==> src/rtl/io_pkg.sv <==
// io_pkg: shared sizes and debounce timing for the switch/button input conditioner
package io_pkg;
   localparam int SWITCH_WIDTH          = 16;
   localparam int DEBOUNCE_TICK_DIV     = 100000;
   localparam int DEBOUNCE_STABLE_TICKS = 5;
   localparam int BTN_CH                = SWITCH_WIDTH;
   function automatic int cnt_w(input int n);
      return n > 1 ? $clog2(n) : 1;
   endfunction
endpackage

==> src/rtl/io_switch_conditioner_if.sv <==
// io_switch_conditioner_if: raw board inputs and conditioned switch/button outputs
interface io_switch_conditioner_if import io_pkg::*; #(parameter int WIDTH = SWITCH_WIDTH) ();
   logic [WIDTH-1:0] sw_raw;
   logic             btn_raw;
   logic [WIDTH-1:0] io_rdata_switch;
   logic             sw_changed;
   logic             btn_level;
   logic             btn_press;
   modport master (output sw_raw, btn_raw, input io_rdata_switch, sw_changed, btn_level, btn_press);
   modport slave  (input sw_raw, btn_raw, output io_rdata_switch, sw_changed, btn_level, btn_press);
endinterface

==> src/rtl/io_switch_conditioner_debounce_bit.sv <==
// debounce_bit: two-flop synchroniser plus tick-sampled persistence filter for one channel
module debounce_bit import io_pkg::*; #(
   parameter int STABLE_TICKS = DEBOUNCE_STABLE_TICKS
) (
   input  logic clk,
   input  logic rst,
   input  logic tick,
   input  logic raw,
   output logic stable
);
   localparam int CW = $clog2(STABLE_TICKS + 1);
   localparam logic [CW-1:0] LAST = CW'(STABLE_TICKS - 1);
   logic          sync1_q, sync1_d, sync2_q, sync2_d, stable_q, stable_d;
   logic [CW-1:0] cnt_q, cnt_d;
   logic          differ, done;
   always_comb begin
      sync1_d  = raw;
      sync2_d  = sync1_q;
      differ   = sync2_q != stable_q;
      done     = cnt_q == LAST;
      stable_d = (tick && differ && done) ? sync2_q : stable_q;
      // any tick that agrees with the stable level restarts the persistence count
      cnt_d    = !tick ? cnt_q : (differ && !done) ? cnt_q + 1'b1 : '0;
   end
   always_ff @(posedge clk) begin
      if (rst) begin
         sync1_q  <= 1'b0;
         sync2_q  <= 1'b0;
         stable_q <= 1'b0;
         cnt_q    <= '0;
      end else begin
         sync1_q  <= sync1_d;
         sync2_q  <= sync2_d;
         stable_q <= stable_d;
         cnt_q    <= cnt_d;
      end
   end
   assign stable = stable_q;
endmodule

==> src/rtl/io_switch_conditioner.sv <==
// io_switch_conditioner: synchronised, debounced switches and confirm button with change/press pulses
module io_switch_conditioner import io_pkg::*; #(
   parameter int WIDTH        = SWITCH_WIDTH,
   parameter int TICK_DIV     = DEBOUNCE_TICK_DIV,
   parameter int STABLE_TICKS = DEBOUNCE_STABLE_TICKS
) (
   input logic                     clk,
   input logic                     rst,
   io_switch_conditioner_if.slave  bus
);
   localparam int PW = cnt_w(TICK_DIV);
   localparam logic [PW-1:0] PRE_LAST = PW'(TICK_DIV - 1);
   logic [PW-1:0]    pre_q, pre_d;
   logic             tick;
   logic [WIDTH:0]   raw, stable;
   logic [WIDTH-1:0] sw_q, sw_d;
   logic             chg_q, chg_d, btn_q, btn_d, prs_q, prs_d;
   assign raw = {bus.btn_raw, bus.sw_raw};
   genvar g;
   for (g = 0; g <= WIDTH; g++) begin : g_ch
      debounce_bit #(.STABLE_TICKS(STABLE_TICKS)) u_db (
         .clk    (clk),
         .rst    (rst),
         .tick   (tick),
         .raw    (raw[g]),
         .stable (stable[g])
      );
   end
   always_comb begin
      tick  = pre_q == PRE_LAST;
      pre_d = tick ? '0 : pre_q + 1'b1;
      sw_d  = stable[WIDTH-1:0];
      chg_d = sw_d != sw_q;
      btn_d = stable[WIDTH];
      prs_d = btn_d && !btn_q;
   end
   always_ff @(posedge clk) begin
      if (rst) begin
         pre_q <= '0;
         sw_q  <= '0;
         chg_q <= 1'b0;
         btn_q <= 1'b0;
         prs_q <= 1'b0;
      end else begin
         pre_q <= pre_d;
         sw_q  <= sw_d;
         chg_q <= chg_d;
         btn_q <= btn_d;
         prs_q <= prs_d;
      end
   end
   assign bus.io_rdata_switch = sw_q;
   assign bus.sw_changed      = chg_q;
   assign bus.btn_level       = btn_q;
   assign bus.btn_press       = prs_q;
endmodule

==> src/flat_wrapper.sv <==
// flat-port wrapper written by rule: the top's interface ports become plain ports
module io_switch_conditioner_flat import io_pkg::*;
#(
   parameter int WIDTH        = SWITCH_WIDTH,
   parameter int TICK_DIV     = DEBOUNCE_TICK_DIV,
   parameter int STABLE_TICKS = DEBOUNCE_STABLE_TICKS
)
  (clk, rst, bus_sw_raw, bus_btn_raw, bus_io_rdata_switch, bus_sw_changed, bus_btn_level, bus_btn_press);
  io_switch_conditioner_if #(.WIDTH(WIDTH)) bus_i ();
  input logic clk;
  input logic rst;
  input wire logic [$bits(bus_i.sw_raw)-1:0] bus_sw_raw;
  input wire logic [$bits(bus_i.btn_raw)-1:0] bus_btn_raw;
  output wire logic [$bits(bus_i.io_rdata_switch)-1:0] bus_io_rdata_switch;
  output wire logic [$bits(bus_i.sw_changed)-1:0] bus_sw_changed;
  output wire logic [$bits(bus_i.btn_level)-1:0] bus_btn_level;
  output wire logic [$bits(bus_i.btn_press)-1:0] bus_btn_press;
  assign bus_i.sw_raw = bus_sw_raw;
  assign bus_i.btn_raw = bus_btn_raw;
  assign bus_io_rdata_switch = bus_i.io_rdata_switch;
  assign bus_sw_changed = bus_i.sw_changed;
  assign bus_btn_level = bus_i.btn_level;
  assign bus_btn_press = bus_i.btn_press;
  io_switch_conditioner #(.WIDTH(WIDTH), .TICK_DIV(TICK_DIV), .STABLE_TICKS(STABLE_TICKS)) u_core (.clk(clk), .rst(rst), .bus(bus_i));
endmodule
==> config.mk <==
export PLATFORM = sky130hd
export DESIGN_NAME = io_switch_conditioner_flat
export DESIGN_NICKNAME = d
export VERILOG_FILES = /design/src/rtl/io_pkg.sv /design/src/rtl/io_switch_conditioner_if.sv /design/src/rtl/io_switch_conditioner_debounce_bit.sv /design/src/rtl/io_switch_conditioner.sv /design/src/flat_wrapper.sv
export SDC_FILE = /design/constraint.sdc
export NUM_CORES = 1
export LEC_CHECK = 0
export ABC_AREA = 1
export CAP_MARGIN = 20
export CORE_MARGIN = 10
export CORE_UTILIZATION = 35
export CTS_CLUSTER_DIAMETER = 50
export DETAILED_ROUTE_END_ITERATION = 10
export PLACE_DENSITY_LB_ADDON = 0.05
export RECOVER_POWER = 25
export SYNTH_ARGS = -nofsm -noshare
export SYNTH_HDL_FRONTEND = slang
export SYNTH_SLANG_ARGS = --single-unit
export TNS_END_PERCENT = 10
==> constraint.sdc <==
create_clock -name clk -period 4.9 [get_ports clk]
set_clock_uncertainty 0.05 [all_clocks]
set_input_delay 0.98 -clock clk [delete_from_list [all_inputs] [get_ports clk]]
set_output_delay 0.98 -clock clk [all_outputs]
set_load 0.03 [all_outputs]
### Word level (Yosys, flattened, before mapping)

Index checks and enable logic that the tools add are counted.

| storage, ports and cells | value |
|---|---|
| logic and storage cells | 215 |
| register bits after elaboration | 138 |
| bits in latches | 0 |
| memories kept | 0 |
| bits in writable memories | 0 |
| bits in read-only memories | 0 |

| operators by class | value |
|---|---|
| shift-type cells | 0 |
| $lt $le $gt $ge | 0 |
| reductions and logical operators | 71 |
| $mul | 0 |
| add/sub/neg operators | 18 |
| equal/unequal tests | 36 |
| mux-type cells | 17 |
| bitwise logic cells | 0 |
| divide/modulo/power cells | 0 |

Operators by type and width:

| operator | count |
|---|---|
| logical AND 1 bit | 52 |
| adder 3 x 1 -> 3 bit, second input constant | 17 |
| == test 3 bit, second input constant | 17 |
| 2-to-1 mux 3 bit | 17 |
| logical NOT 1 bit | 18 |
| adder 17 x 1 -> 17 bit, second input constant | 1 |
| == test 17 bit, second input constant | 1 |
| != test 1 bit | 17 |
| != test 16 bit | 1 |
| OR reduction 2 bit | 1 |

### Longest topological paths before layout

Gate-level depths: netlist of the first run.

| depth | value |
|---|---|
| depth after elaboration | 4 |
| depth in mapped cells | 9 |
| gate-level depth less buffers | 9 |

### By module

From an unflattened synthesis of the first run, not the netlist that was laid out.

| second synthesis, totals | value |
|---|---|
| cells, all modules | 857 |
| area total of the unflattened synthesis | 6341.1 µm² |

Modules (own cells, without submodules):

| module | area an instance (µm²) | instances | cells an instance | seq. area each (µm²) |
|---|---|---|---|---|
| debounce_bit | 276.5 | 17 | 36 | 120.1 |
| io_switch_conditioner | 1640.3 | 1 | 245 | 720.7 |

### Worst setup path before layout of the first run

Ideal clock, no wire load.

| timing path | value |
|---|---|
| path kind | input -> register |
| start point | input rst |
| end point | register u_core.g_ch[11].u_db.cnt_q[0] |
| setup slack | 3.010 ns |
| stages on the path | 5 |
| required time | 4.785 ns |
| arrival | 1.775 ns |
| library setup time | 0.065 ns |
| cells stage by stage | inv_1 > clkbuf_1 > buf_1 > o21ai_0 > nor2_1 |

RTL lines:

| element | line | source |
|---|---|---|
| start, declared | flat_wrapper.sv:11 | `input logic rst;` |
| end signal, assigned | io_switch_conditioner_debounce_bit.sv:35 | `cnt_q <= cnt_d;` |
| end, declared | io_switch_conditioner_debounce_bit.sv:14 | `logic [CW-1:0] cnt_q, cnt_d;` |

==> impl_metrics.tcl, run 1 <==
set metrics [dict create \
    finalSetupTns_ns 0 \
    holdBufCountCts 0 \
    netlist_area_um2 6430 \
    post_route_cells_drive_above_1_share_pct 4.80 \
    failed_checks "capacitance limit" \
    r2r-start "u_core.pre_q[9]$_SDFF_PP0_" \
    insertion_delay_ns 0.42 \
    design.portCount 38 \
    htreeDepth 4 \
    global_route.overflow_total 0 \
    core_region_area_um2 18000 \
    cts.repair.resized 0 \
    totalWireLength_um 14900 \
    worstSetupEndpoint "u_core.g_ch[6].u_db.cnt_q[1]$_SDFFE_PP0N_" \
    placement.setup.worst_slack_ns 1.96 \
    numCtsBuffers 17 \
    dieWidth_um 156 \
    power.sequential.fraction_pct 45.1 \
    cp_data_arrival_time_ns 3.57 \
    detail_route.vias_per_cell 4.49 \
    cts.sink_count 138 \
    report.final.setup_viol 0 \
    route.detailed.wl_per_inst_um 12.5 \
    max_vdd_drop_v 0.000231 \
    cellLeakagePower_nw 3.19 \
    power_report.internal_total_mw 2.00 \
    gp_congestion 0.752 \
    synthToLayoutAreaGrowth_pct 18.5 \
    cts_tree "built" \
    stdcell_area_um2 7620 \
    critical_path_class "in2reg" \
    crit_path_start "rst" \
    port_buffer_count 37 \
    setup.worst_path.end_class "flip-flop" \
    post_synth_inst_count 915 \
    dpl.hpwl_um 9770 \
    reg2reg_setup_slack_ns 2.09 \
    crit_path_cell_trace "clkbuf_1 -> clkbuf_2 -> nor2_1 -> nand3_1 -> o21ai_0" \
    period_share_pct 67.9 \
    iteration_0_drc_count_of_the_detailed_router 254 \
    post_cts_buffers 0 \
    p_per_area_nw_per_um2 333 \
    finalWorstSetupSlack_ns 1.57 \
    die_height_um 156 \
    synth.yosys.warnings 0 \
    die-area_um2 24200 \
    max_cap_viols 1 \
    avgSynthCellArea_um2 7.03 \
    detail_route.drc_violations 0 \
    placed_cells_incl_taps 1156 \
    pwr-share-clk_pct 52.0 \
    worstPathMaxFanout 56 \
    initial_core_util_pct 35.7 \
    core.rowCount 49 \
    number_of_global_route_vias_before_repair 5153 \
    report.final.hold_viol_count 0 \
    mostFrequentLayoutCell "nor2_1" \
    drv_slew 0 \
    final.hold.worst_slack_ns 0.350 \
    worst_path_largest_cell_delay_ns 1.09 \
    cts.clk_slew.worst_paths_ns 0.06 \
    layout_common_cells "nor2_1, nand2_1, inv_1" \
    critPathSlowestCell "clkbuf_2" \
    synth_top_area_cell "dfxtp_1" \
    antenna-diode-count 0 \
    drt_pre_antenna_iters 5 \
    initial_antenna_violation_count 0 \
    clock-root-buffer "clkbuf_16" \
    count_of_different_cell_masters_after_synthesis 25 \
    worst-r2r-cell-count 8 \
    post_synth_main_area_contributors "dfxtp_1, nor2_1, nand2_1, inv_1, ha_1" \
    final_cell_count_no_fill 1188 \
    grt_first_pass_wirelength_um 25700 \
    antenna_left 0 \
    yosys.area.top_type_share_pct 42.9 \
    via_count_of_the_routed_design 5338 \
    max_slew_margin_pct 0.383 \
    worstHoldPathType "reg2reg" \
    num-fill-cells 1916 \
    nNetsFinal 1000 \
    max_freq_ghz 0.301 \
    timing_worst_slew_pin_value_ns 1.49 \
    final_total_pwr_mw 2.54 \
    outcome "finished, violations left" \
    cp-start-kind "input pin" \
    synth_fp_nets 969 \
    ctsLongestPathBuffers 2 \
    share_comb_of_total_power_pct 3.0 \
    unrepaired_setup_endpoints_after_global_routing "false" \
    utilization_pct 42.3 \
    groute.usage.overall_pct 12.9 \
    seq_cells_post_synth 138 \
    maximum_number_of_pins_on_one_net_before_global_route_repair 57 \
    yosysSeqAreaShare_pct 42.9 \
    min_period_ns 3.33 \
    placed_area_um2 7010 \
    net_switching_power_of_the_design_mw 0.536 \
    r2r_end "u_core.g_ch[7].u_db.cnt_q[1]$_SDFFE_PP0N_" \
    netSwitchingFraction_pct 21.1 \
    timing.critical_path.required_ns 5.14 \
]
-- per-layer routing --
layer | wire length [µm] | vias to the layer above | GRT usage (%)
li1 | - | 2873 | -
met1 | 7470 | 2363 | 16.9
met2 | 6440 | 78 | 20.0
met3 | 674 | 24 | 3.17
met4 | 316 | 0 | 5.30
met5 | 0 | - | 0
-- how the worst min path moves through the flow --
stage          depth (start not counted)  slack (ns)                                    start                                 endpoint
2_1_floorplan                          2        0.34   u_core.g_ch[0].u_db.sync1_q$_SDFF_PP0_   u_core.g_ch[0].u_db.sync2_q$_SDFF_PP0_
3_3_place_gp                           2        0.34  u_core.g_ch[16].u_db.sync1_q$_SDFF_PP0_  u_core.g_ch[16].u_db.sync2_q$_SDFF_PP0_
3_5_place_dp                           2        0.34   u_core.g_ch[9].u_db.sync1_q$_SDFF_PP0_   u_core.g_ch[9].u_db.sync2_q$_SDFF_PP0_
4_1_cts                                2        0.35   u_core.g_ch[9].u_db.sync1_q$_SDFF_PP0_   u_core.g_ch[9].u_db.sync2_q$_SDFF_PP0_
5_1_grt                                2        0.37  u_core.g_ch[14].u_db.sync1_q$_SDFF_PP0_  u_core.g_ch[14].u_db.sync2_q$_SDFF_PP0_
6_report                               2        0.35   u_core.g_ch[3].u_db.sync1_q$_SDFF_PP0_   u_core.g_ch[3].u_db.sync2_q$_SDFF_PP0_
-- cell type report --
cell class	count	area, µm²	area share (%)
clock inverters	12	146	1.92
repair buffers	44	414	5.43
flip-flops and latches	138	2760	36.3
multi-input cells	599	3000	39.3
clock buffers	20	467	6.12
well taps	229	287	3.76
inverters	146	548	7.19
-- cell families (layout without fill, tap and decap cells) --
family                   count (synthesis)  count (layout)  share of synthesized area, %
AND/OR/NAND/NOR                        471             471                          30.6
buffers and inverters                  178             222                          10.6
XOR/XNOR                                32              32                          4.36
flip-flops                             138             138                          42.9
adder cells (fa/ha/maj)                 35              35                          6.81
AO/OA/AOI/OAI                           61              61                          4.76
-- worst max-delay path: cells and delay by family --
family | cells | cell delay (ns)
AO/OA/AOI/OAI | 1 | 0.09
AND/OR/NAND/NOR | 2 | 0.30
buffers and inverters | 2 | 2.15
-- Yosys cell counts --
| master | number |
|---|---|
| nor3_4 | 1 |
| nor2_1 | 182 |
| nand3_2 | 1 |
| xnor2_1 | 26 |
| o21ai_0 | 14 |
| clkbuf_1 | 16 |
| inv_1 | 145 |
| nor2_2 | 2 |
| nand2_2 | 1 |
| ha_1 | 35 |
| nand4_1 | 24 |
| buf_2 | 7 |
| o21ai_1 | 6 |
| inv_2 | 1 |
| nand3_1 | 74 |
| and3_1 | 2 |
| nand2_1 | 177 |
| o22ai_1 | 1 |
| xor2_1 | 6 |
| dfxtp_1 | 138 |
| nor3_2 | 1 |
| a21oi_1 | 40 |
| nor3_1 | 6 |
| buf_4 | 1 |
| buf_1 | 8 |
-- registers in the layout, indices dropped and copies added, names as in the netlist --
name and flops:
u_core.g_ch.u_db.cnt_q 51, u_core.g_ch.u_db.sync1_q 17, u_core.bus.io_rdata_switch 16, u_core.g_ch.u_db.stable 17, u_core.bus.btn_press 1, u_core.pre_q 17
u_core.g_ch.u_db.sync2_q 17, u_core.bus.sw_changed 1, u_core.bus.btn_level 1
-- power groups by stage --
stage | logic (mW) | clock network [mW] | registers (mW)
final | 0.0749 | 1.32 | 1.14
after floorplan | 0.0477 | 0 | 1.17
after global placement | 0.0770 | 0 | 1.17
after detailed placement | 0.0770 | 0 | 1.17
after CTS | 0.0773 | 1.35 | 1.14
after global routing | 0.0868 | 1.41 | 1.15
Power figures use the tool's default switching activity.
==> inputs of run 2 (changes only) <==
Clock period 4.9 ns to 3.3 ns, I/O delays scaled along.
==> run 2 against run 1 <==
The run ends with capacitance limit, slew limit left. Combinational power rose by 51%. Routed wire length is 4.4% higher. Sequential share of layout area up 0.054 points. First-iteration DRC count down 5.5%. Largest power group unchanged. Highest routed layer unchanged.
==> impl_metrics.tcl, run 2 (synthesis results as in run 1) <==
set metrics [dict create \
    max_slew_margin_pct -21.5 \
    number_of_global_route_vias_before_repair 5265 \
    failed_checks "capacitance limit, slew limit" \
    port_buffer_count 37 \
    worstHoldPathType "reg2reg" \
    layout_common_cells "nor2_1, nand2_1, inv_1" \
    iteration_0_drc_count_of_the_detailed_router 240 \
    report.final.setup_viol 0 \
    clock-root-buffer "clkbuf_16" \
    design.portCount 38 \
    timing.critical_path.required_ns 3.56 \
    die-area_um2 24200 \
    worst_path_largest_cell_delay_ns 1.25 \
    placed_area_um2 7040 \
    num-fill-cells 1894 \
    largest_reg_flops 51 \
    pwr-share-clk_pct 50.6 \
    period_share_pct 70.5 \
    max_vdd_drop_v 0.000356 \
    route.detailed.wl_per_inst_um 13.1 \
    cts.repair.resized 0 \
    maximum_number_of_pins_on_one_net_before_global_route_repair 84 \
    ctsLongestPathBuffers 2 \
    worstPathMaxFanout 83 \
    p_per_area_nw_per_um2 482 \
    htreeDepth 4 \
    holdBufCountCts 0 \
    net_switching_power_of_the_design_mw 0.824 \
    netSwitchingFraction_pct 22.5 \
    totalWireLength_um 15600 \
    crit_path_start "rst" \
    report.final.hold_viol_count 0 \
    timing_worst_slew_pin_value_ns 1.82 \
    initial_core_util_pct 35.7 \
    dieWidth_um 156 \
    global_route.overflow_total 0 \
    stdcell_area_um2 7610 \
    power.sequential.fraction_pct 46.3 \
    share_comb_of_total_power_pct 3.1 \
    drv_slew 84 \
    via_count_of_the_routed_design 5308 \
    core_region_area_um2 18000 \
    cts_tree "built" \
    power_report.internal_total_mw 2.84 \
    drt_pre_antenna_iters 5 \
    post_route_cells_drive_above_1_share_pct 5.20 \
    insertion_delay_ns 0.43 \
    min_period_ns 2.33 \
    critPathSlowestCell "clkbuf_2" \
    gp_congestion 0.763 \
    grt_first_pass_wirelength_um 26400 \
    cts.sink_count 138 \
    groute.usage.overall_pct 13.6 \
    mostFrequentLayoutCell "nor2_1" \
    outcome "finished, violations left" \
    dpl.hpwl_um 9770 \
    crit_path_cell_trace "clkbuf_4 -> clkbuf_2 -> nor2_1 -> nand3_1 -> o21ai_0" \
    initial_antenna_violation_count 0 \
    antenna_left 0 \
    min-delay-start "u_core.g_ch[7].u_db.sync1_q$_SDFF_PP0_" \
    post_cts_buffers 0 \
    unrepaired_setup_endpoints_after_global_routing "false" \
    detail_route.drc_violations 0 \
    cellLeakagePower_nw 3.19 \
    r2r-start "u_core.pre_q[0]$_SDFF_PP0_" \
    setup.worst_path.end_class "flip-flop" \
    antenna-diode-count 0 \
    critical_path_class "in2reg" \
    synthToLayoutAreaGrowth_pct 18.3 \
    largest-register "u_core.g_ch.u_db.cnt_q" \
    max_cap_viols 1 \
    core.rowCount 49 \
    worst_path_dominant_cell_family "buffers and inverters" \
    finalSetupTns_ns 0 \
    cp-start-kind "input pin" \
    nNetsFinal 1003 \
    timing.critical_path.buf_inv 2 \
    max_freq_ghz 0.430 \
    cts.clk_slew.worst_paths_ns 0.06 \
    detail_route.vias_per_cell 4.46 \
    cp_data_arrival_time_ns 2.59 \
    die_height_um 156 \
    numCtsBuffers 17 \
]
[run 2: cell types whose count changed in the layout (fill, tap and decap cells not counted)]
| cell | delta |
|---|---|
| clkinv_4 | +1 |
| buf_4 | +3 |
| bufinv_16 | -2 |
| clkbuf_1 | -1 |
| clkbuf_4 | +1 |
| clkbuf_8 | +1 |
[run 2: path summary, 6_finish.rpt]
kind | endpoint | slack (ns) | depth (start not counted)
max | u_core.g_ch[5].u_db.cnt_q[1]$_SDFFE_PP0N_ | 0.97 | 5
min | u_core.g_ch[7].u_db.sync2_q$_SDFF_PP0_ | 0.35 | 2
max reg2reg | u_core.g_ch[0].u_db.cnt_q[1]$_SDFFE_PP0N_ | 1.17 | 7
min reg2reg | u_core.g_ch[7].u_db.sync2_q$_SDFF_PP0_ | 0.35 | 2
[run 2: per-stage QoR]
step	cells	total power, mW	setup slack [ns]	utilization (%)	hold WS [ns]
after floorplan	915	1.80	1.56	-	0.338
after global routing	1191	3.81	0.695	42.2	0.373
after CTS	1191	3.73	1.02	42.2	0.353
final	1191	3.67	0.973	42.2	0.350
after detailed placement	1159	1.85	1.15	39.0	0.344
after global placement	1159	1.85	1.18	39.0	0.342
[run 2: worst min-delay path: stages, from the launching register on]
cell and delay, ns:
dfxtp_1 0.29, inv_1 0.04, nor2_1 0.03
[run 2: area by class of cell]
cell class                 instances  area [µm²]  area share [%]
multi-input combinational        599        3000            39.4
clock buffer                      21         480            6.31
inverter                         146         548            7.20
clock inverter                    11        95.1            1.25
timing repair buffer              47         440            5.79
tap                              229         287            3.77
sequential                       138        2760            36.3
[run 2: power by group through the flow]
| stage | registers (mW) | logic (mW) | clock network (mW) |
|---|---|---|---|
| global route | 1.70 | 0.132 | 1.98 |
| detailed placement | 1.73 | 0.116 | 0 |
| floorplan | 1.73 | 0.0708 | 0 |
| finish | 1.70 | 0.113 | 1.86 |
| global placement | 1.73 | 0.116 | 0 |
| CTS | 1.70 | 0.116 | 1.92 |
[run 2: routing by layer]
layer / wire length (µm) / track usage [%] / vias to the layer above
li1: - / - / 2879
met1: 7950 / 17.6 / 2352
met2: 6860 / 21.3 / 65
met3: 619 / 3.20 / 12
met4: 134 / 5.26 / 0
met5: 0 / 0 / -
==> inputs of run 3 (changes only) <==
Clock period 3.3 ns to 2.29 ns, I/O delays scaled along.
==> run 3 against run 2 <==
The run now ends clean. Cell area is 0.94% higher. Register-to-register slack worse by 0.72 ns. Clock power is 54% higher. Non-clock buffer count is 1 higher. Routed wire length is 0.30% lower. First-iteration DRC count is 16% lower. Sequential share of layout area is 0.34 points lower. Via count is 0.72% higher. Critical endpoint is now bus_io_rdata_switch[6]. Critical path type is now reg2out. Count of clock-buffer cells in the layout is 2 lower. Worst setup slack worse by 0.69 ns. Highest routed layer unchanged.
==> impl_metrics.tcl, run 3 (synthesis results as in run 1) <==
set metrics [dict create \
    core_region_area_um2 18000 \
    detail_route.drc_violations 0 \
    die_height_um 156 \
    max_slew_margin_pct 31.9 \
    design.portCount 38 \
    synthToLayoutAreaGrowth_pct 19.4 \
    antenna_left 0 \
    die-area_um2 24200 \
    drt_pre_antenna_iters 4 \
    route.detailed.wl_per_inst_um 13.0 \
    cts.sink_count 138 \
    report.final.hold_viol_count 0 \
    finalSetupTns_ns 0 \
    max_cap_viols 0 \
    outcome "completed" \
    cellLeakagePower_nw 3.21 \
    initial_antenna_violation_count 0 \
    r2r-start "u_core.pre_q[0]$_SDFF_PP0_" \
    numCtsBuffers 17 \
    max_freq_ghz 0.498 \
    cts_tree "built" \
    gp_congestion 0.754 \
    maximum_number_of_pins_on_one_net_before_global_route_repair 84 \
    crit_path_cell_trace "clkdlybuf4s50_1" \
    crit_cells 1 \
    timing.critical_path.buf_inv 1 \
    htreeDepth 4 \
    ctsLongestPathBuffers 2 \
    grt_first_pass_wirelength_um 25900 \
    largest_reg_flops 51 \
    utilization_pct 42.6 \
    r2r_end "u_core.g_ch[12].u_db.cnt_q[2]$_SDFFE_PP0N_" \
    iteration_0_drc_count_of_the_detailed_router 202 \
    report.final.setup_viol 0 \
    critical_path_class "reg2out" \
    stdcell_area_um2 7680 \
    detail_route.vias_per_cell 4.48 \
    totalWireLength_um 15500 \
    clock-root-buffer "clkbuf_16" \
    drv_slew 0 \
    unrepaired_setup_endpoints_after_global_routing "false" \
    via_count_of_the_routed_design 5346 \
    max_vdd_drop_v 0.000473 \
    timing.critical_path.required_ns 1.78 \
    post_route_cells_drive_above_1_share_pct 5.19 \
    dpl.hpwl_um 10300 \
    largest-register "u_core.g_ch.u_db.cnt_q" \
    global_route.overflow_total 0 \
    holdBufCountCts 0 \
    timing_worst_slew_pin_value_ns 1.02 \
    worstHoldPathType "reg2reg" \
    mostFrequentLayoutCell "nor2_1" \
    insertion_delay_ns 0.42 \
    dieWidth_um 156 \
    worstPathMaxFanout 3 \
    nNetsFinal 1004 \
    setup.worst_path.end_class "output port" \
    layout_common_cells "nor2_1, nand2_1, inv_1" \
    groute.usage.overall_pct 13.3 \
    port_buffer_count 37 \
    crit_path_start "u_core.bus.io_rdata_switch[6]$_SDFF_PP0_" \
    worst_path_dominant_cell_family "buffers and inverters" \
    placed_area_um2 7080 \
    cp_data_arrival_time_ns 1.50 \
    period_share_pct 87.6 \
    cts.repair.resized 0 \
    worst_path_largest_cell_delay_ns 0.70 \
    number_of_global_route_vias_before_repair 5058 \
    worstSetupEndpoint "bus_io_rdata_switch[6]" \
    worst-r2r-cell-count 8 \
    initial_core_util_pct 35.7 \
    cts.clk_slew.worst_paths_ns 0.06 \
    reg2reg_setup_slack_ns 0.45 \
    core.rowCount 49 \
    post_cts_buffers 0 \
    cp-start-kind "flip-flop" \
    critPathSlowestCell "clkdlybuf4s50_1" \
    min_period_ns 2.01 \
    antenna-diode-count 0 \
    p_per_area_nw_per_um2 713 \
]
[run 3: power by group]
part	switching [mW]	leakage [nW]	internal, mW
Combinational	0.100	1.81	0.0672
Sequential	0.0140	1.12	2.43
Clock	1.11	0.286	1.75
Total	1.23	3.21	4.25
[run 3: routing by layer]
metal | routed length (µm) | share of wire, % | up-vias | global-route usage [%]
met1 | 7760 | 50 | 2396 | 17.6
met5 | 0 | 0 | - | 0
met2 | 7000 | 45 | 66 | 20.8
li1 | - | - | 2878 | -
met3 | 632 | 4.1 | 6 | 3.72
met4 | 131 | 0.84 | 0 | 3.34
[run 3: how the worst min path moves through the flow]
stage                                           start                                     end  cells after the start
6_report       u_core.g_ch[3].u_db.sync1_q$_SDFF_PP0_  u_core.g_ch[3].u_db.sync2_q$_SDFF_PP0_                      2
5_1_grt        u_core.g_ch[3].u_db.sync1_q$_SDFF_PP0_  u_core.g_ch[3].u_db.sync2_q$_SDFF_PP0_                      2
2_1_floorplan  u_core.g_ch[0].u_db.sync1_q$_SDFF_PP0_  u_core.g_ch[0].u_db.sync2_q$_SDFF_PP0_                      2
3_5_place_dp   u_core.g_ch[3].u_db.sync1_q$_SDFF_PP0_  u_core.g_ch[3].u_db.sync2_q$_SDFF_PP0_                      2
3_3_place_gp   u_core.g_ch[3].u_db.sync1_q$_SDFF_PP0_  u_core.g_ch[3].u_db.sync2_q$_SDFF_PP0_                      2
4_1_cts        u_core.g_ch[3].u_db.sync1_q$_SDFF_PP0_  u_core.g_ch[3].u_db.sync2_q$_SDFF_PP0_                      2
[run 3: cell type report]
cell class | instances | area, µm²
well taps | 229 | 287
repair buffers | 48 | 475
clock buffers | 19 | 443
clock inverters | 13 | 169
flip-flops and latches | 138 | 2760
inverters | 146 | 548
fillers | 1895 | 10300
multi-input cells | 599 | 3000
[run 3: metrics by stage]
stage	total power, mW	hold WS (ns)	setup WS, ns	cells
3_5_place_dp	2.67	0.343	0.491	1160
3_3_place_gp	2.67	0.339	0.519	1160
5_1_grt	5.69	0.364	0.212	1192
6_report	5.48	0.350	0.284	1192
4_1_cts	5.55	0.351	0.247	1192
2_1_floorplan	2.60	0.338	0.555	915
